===== src/rtl/prog_rom_loader.sv =====
// rtl/prog_rom_loader.sv - program memory loader and opcode fetch responder for the 8-bit CPU
module prog_rom_loader #(
  parameter int DEPTH = 256,
  parameter int AW    = 8
) (
  input  logic          i_clk,
  input  logic          i_reset,
  input  logic          i_load_start,
  input  logic          i_load_valid,
  input  logic [7:0]    i_load_data,
  input  logic          i_load_last,
  output logic          o_load_ready,
  output logic          o_load_done,
  output logic          o_load_err,
  output logic [7:0]    o_word_count,
  output logic          o_cpu_reset,
  input  logic [AW-1:0] i_rom_address,
  output logic [7:0]    o_opcode1,
  output logic [7:0]    o_opcode2
);

  typedef enum logic [1:0] {S_IDLE, S_LOAD, S_RUN} state_t;

  state_t        r_state;
  logic [AW-1:0] r_wr_ptr;
  logic [7:0]    r_mem [DEPTH];
  logic          r_load_done;
  logic          r_load_err;
  logic [7:0]    r_word_count;
  logic          r_cpu_reset;
  logic [7:0]    r_opcode1;
  logic [7:0]    r_opcode2;

  logic          w_accept;
  logic          w_full;
  logic [AW-1:0] w_words;
  logic [AW-1:0] w_addr_next;

  // A restart request wins over a byte offered in the same cycle.
  assign w_accept    = (r_state == S_LOAD) && i_load_valid && !i_load_start;
  assign w_full      = &r_wr_ptr;
  // Only used when r_wr_ptr is odd, so (r_wr_ptr+1)/2 == r_wr_ptr/2 + 1.
  assign w_words     = {1'b0, r_wr_ptr[AW-1:1]} + AW'(1);
  assign w_addr_next = i_rom_address + AW'(1);

  assign o_load_ready = (r_state == S_LOAD);
  assign o_load_done  = r_load_done;
  assign o_load_err   = r_load_err;
  assign o_word_count = r_word_count;
  assign o_cpu_reset  = r_cpu_reset;
  assign o_opcode1    = r_opcode1;
  assign o_opcode2    = r_opcode2;

  // Memory survives reset so a loaded image is kept across CPU resets.
  always_ff @(posedge i_clk) begin
    if (w_accept) r_mem[r_wr_ptr] <= i_load_data;
  end

  always_ff @(posedge i_clk or posedge i_reset) begin
    if (i_reset) begin
      r_state      <= S_IDLE;
      r_wr_ptr     <= '0;
      r_load_done  <= 1'b0;
      r_load_err   <= 1'b0;
      r_word_count <= 8'h00;
      r_cpu_reset  <= 1'b1;
      r_opcode1    <= 8'h00;
      r_opcode2    <= 8'h00;
    end else begin
      r_load_done <= 1'b0;
      case (r_state)
        S_IDLE: begin
          r_cpu_reset <= 1'b1;
          r_opcode1   <= 8'h00;
          r_opcode2   <= 8'h00;
          if (i_load_start) begin
            r_state      <= S_LOAD;
            r_wr_ptr     <= '0;
            r_load_err   <= 1'b0;
            r_word_count <= 8'h00;
          end
        end
        S_LOAD: begin
          r_cpu_reset <= 1'b1;
          r_opcode1   <= 8'h00;
          r_opcode2   <= 8'h00;
          if (i_load_start) begin
            r_wr_ptr     <= '0;
            r_word_count <= 8'h00;
          end else if (i_load_valid) begin
            r_wr_ptr <= r_wr_ptr + AW'(1);
            if (i_load_last && !r_wr_ptr[0]) begin
              r_load_err <= 1'b1;
              r_state    <= S_IDLE;
            end else if (i_load_last || w_full) begin
              r_state      <= S_RUN;
              r_load_done  <= 1'b1;
              r_word_count <= 8'(w_words);
            end
          end
        end
        S_RUN: begin
          if (i_load_start) begin
            r_state      <= S_LOAD;
            r_cpu_reset  <= 1'b1;
            r_opcode1    <= 8'h00;
            r_opcode2    <= 8'h00;
            r_wr_ptr     <= '0;
            r_load_err   <= 1'b0;
            r_word_count <= 8'h00;
          end else begin
            r_cpu_reset <= 1'b0;
            r_opcode1   <= r_mem[i_rom_address];
            r_opcode2   <= r_mem[w_addr_next];
          end
        end
        default: r_state <= S_IDLE;
      endcase
    end
  end

endmodule


===== config.mk =====
export PLATFORM = sky130hd
export DESIGN_NAME = prog_rom_loader
export DESIGN_NICKNAME = d
export VERILOG_FILES = /design/src/rtl/prog_rom_loader.sv
export SDC_FILE = /design/constraint.sdc
export NUM_CORES = 2
export LEC_CHECK = 0
export CAP_MARGIN = 15
export CELL_PAD_IN_SITES_DETAIL_PLACEMENT = 1
export CELL_PAD_IN_SITES_GLOBAL_PLACEMENT = 2
export CORE_ASPECT_RATIO = 1.4
export CORE_MARGIN = 2
export CORE_UTILIZATION = 41
export CTS_CLUSTER_SIZE = 30
export DETAILED_ROUTE_END_ITERATION = 16
export HOLD_SLACK_MARGIN = 0.1
export PLACE_DENSITY_LB_ADDON = 0.1
export REMOVE_ABC_BUFFERS = 1
export SKIP_CTS_REPAIR_TIMING = 1
export SYNTH_ARGS = -nofsm -noshare
export SYNTH_HDL_FRONTEND = slang
export SYNTH_SLANG_ARGS = --single-unit

===== constraint.sdc =====
create_clock -name i_clk -period 3.24 [get_ports i_clk]
set_input_delay 0.648 -clock i_clk [delete_from_list [all_inputs] [get_ports i_clk]]
set_output_delay 0.648 -clock i_clk [all_outputs]
set_load 0.05 [all_outputs]

==> results.toml <==
[run_status]
outcome = "finished, final reports clean"

[sta]
skew_ns = 0.02901
drv_slew = 0
rsz0062_at_grt = "no"
setup_viol = 0
slew_headroom_pct = 28.74
fmax_ghz = 0.3121
hold_viol_final = 0
finalCriticalPeriod_ns = 3.205
worstMarginPinSlew_ns = 1.069
layout_setup_ws_ns = 0.03539
final.period_utilization_pct = 98.91

[grt]
track_usage_pct = 27.66
grt_pass1_wl_um = 465500
grt_max_degree = 144
overflow = 0
antenna_found_initial = 14
grt_pass1_vias = 58240

[worst_hold_path]
min_from = "i_load_data[5]"
worstHoldPathType = "in -> reg"

[synth]
synth-seq-cells = 2085
yosysUniqueCellTypes = 53
synth_ff_type = "edfxtp_1"
syn_area_um2 = 97440
synth_warnings = 0
synth_cells = 4630
synth_edf_count = 2048
seq_area_frac_synth_pct = 64.06
avgSynthCellArea_um2 = 21.05
synthArstFlopShare_pct = 1.775

[setup_path]
cp_cell_sequence = "buf_16 -> buf_12 -> buf_4 -> mux4_2 -> mux4_2 -> mux2i_1 -> buf_4 -> o21ai_0 -> buf_4 -> nor3_1 -> buf_4 -> nor3_1 -> a32o_1"
crit_path_max_fanout = 11
max_stage_delay_ns = 0.53
startpoint_type = "primary input"
cp.required_ns = 4.00
path_buf_inv = 6
crit_arrival_ns = 3.97
crit_type = "in -> reg"
end_kind = "register"
crit_path_frequent_cell = "buf_4"
critPathSlowestCell = "mux4_2"
r2r-start = "r_mem[223][1]"
crit_family = "multiplexers"
cp-startpoint = "i_rom_address[0]"

[cts]
clock_path_buffers = 4
clkTransAtPathRegs_ns = 0.06
clock_latency_ns = 0.89
clockRootBuffer = "clkbuf_16"
htreeDepth = 4
cts_made_buffers = 218
cts_tree = "yes"
clock_sinks = 2085

[placed_design]
dp_slack_ns = -1.079
finalWeightedCongestion = 0.8656
port_buffers = 48
hpwl_um = 231700

[die]
rows = 211
dieArea_um2 = 241600
io_pins = 49
die_h_um = 580.8
initial_utilization_pct = 41.24
core_um2 = 236300
fp.dieW_um = 416.0

[drt]
wl_per_cell_um = 38.32
first_pass_iters = 5
via_per_inst = 6.308
drtAntennaViolNets = 0
drtIter0Drc = 5617
wl_um = 333800
drc = 0
vias = 54950

[power_and_ir_drop]
total_power_mw = 62.03
p_leak_nw = 37.82
power.density_nw_per_um2 = 532.2
vdd_drop_max_mv = 0.4626

[job]
cap_violations = 0

[final_layout]
area_growth_syn_to_layout_pct = 19.60
nNetsFinal = 5473
drive_above_1_share_pct = 45.52
area by class of cell:
class	count	area (µm²)
sequential	2085	62430
tap	3088	3864
clock buffer	245	5652
timing repair buffer	964	9879
antenna	4	10.01
inverter	7	26.28
fill	21010	119700
clock inverter	148	1388
multi-input combinational	2170	33300
cell usage after synthesis, types with 10 or more instances:
master    count  area, µm²
edfxtp_1   2048      61500
mux4_2     1236      27840
nor2_1      286       1074
nand2_1     166      623.1
buf_2       142      710.7
clkbuf_1    110      412.9
mux2i_1      85      850.8
buf_4        63      473.0
a21oi_1      45      225.2
nand3_1      41      205.2
buf_1        36      135.1
dfrtp_1      36      900.9
o21ai_0      35      175.2
nor3_1       33      165.2
o22ai_1      28      175.2
and3_1       26      162.7
mux2_2       25      281.5
buf_6        17      191.4
a22oi_1      16      120.1
nand4_1      15      93.84
a31oi_1      14      87.58
nand3b_1     11      82.58
o31ai_1      10      75.07
cells by family after synthesis:
family / after synthesis / share of synthesized area [%]
AO/OA/AOI/OAI: 190 / 1.260
XOR/XNOR: 17 / 0.1605
adder cells (fa/ha/maj): 6 / 0.07704
buffers and inverters: 375 / 2.000
flip-flops: 2085 / 64.06
multiplexers: 1346 / 29.73
AND/OR/NAND/NOR: 611 / 2.711
routing by layer:
layer  routed length (µm)  GRT usage, %  up-vias
met5                   15             0        -
met4                12900         9.560        2
met3                18100         3.522      489
met2               173000         48.12     1954
met1               129700         35.79    30690
li1                     -             -    21820
cell usage in the layout (no fill, tap or decap), types with 6 or more instances in the layout:
master,instances
buf_4,721
a211o_1,8
nor3_1,31
o31ai_1,9
mux2_2,25
edfxtp_1,2048
mux2i_1,83
bufinv_16,24
nand3_1,37
clkbuf_16,222
o22ai_1,28
nor2_1,285
buf_12,197
inv_1,6
clkinvlp_4,21
clkinv_2,46
clkbuf_1,22
clkdlybuf4s50_1,34
clkbuf_8,9
and3_1,26
and2_1,6
nand2b_1,6
a22oi_1,16
clkinv_1,47
nand3b_1,11
dfrtp_1,36
a31oi_1,14
o21ai_0,34
nand2_1,154
nand4_1,15
a21oi_1,45
nand2_2,12
a32o_1,8
nor2b_1,7
mux4_2,1236
per-stage QoR:
stage | setup TNS, ns | util (%) | cell area [µm²] | instances | hold slack [ns]
4_1_cts | -0.4692 | 49.31 | 116500 | 8707 | 0.2186
2_1_floorplan | -141.25 | - | 95520 | 4262 | 0.5490
6_report | 0 | 49.33 | 116500 | 8711 | 0.2741
3_5_place_dp | -11.97 | 46.33 | 109500 | 8314 | 0.4734
5_1_grt | 0 | 49.32 | 116500 | 8708 | 0.2703
3_3_place_gp | -11.78 | 46.33 | 109500 | 8314 | 0.4678
sequential cells by signal, summed over array words and instances, names as in the netlist:
register      flops
o_load_err        1
o_load_done       1
o_cpu_reset       1
o_word_count      8
r_state           2
r_mem          2048
r_wr_ptr          8
o_opcode1         8
o_opcode2         8
worst reg2reg max path: stages (launching register included):
cell,delay (ns)
edfxtp_1,0.39
mux4_2,0.50
mux4_2,0.50
mux2i_1,0.18
buf_4,0.14
o21ai_0,0.06
buf_4,0.16
nor3_1,0.46
buf_4,0.21
nor3_1,0.10
a32o_1,0.30
final timing paths:
path / end / slack (ns) / depth (start not counted)
worst max-delay path: o_opcode1[1] / 0.04 / 13
worst min-delay path: r_mem[69][5] / 0.27 / 1
worst max register to register: o_opcode1[1] / 0.12 / 10
worst min register to register: o_word_count[2] / 0.48 / 2
max in group asynchronous: o_word_count[7] / 2.33 / 3
min in group asynchronous: o_opcode1[4] / 0.43 / 3
power by group:
part | switching, mW | total [mW] | internal, mW
combinational | 3.85 | 7.05 | 3.20
sequential | 0.0279 | 29.7 | 29.6
clock | 10.9 | 25.3 | 14.4
Power figures use the tool's default switching activity.
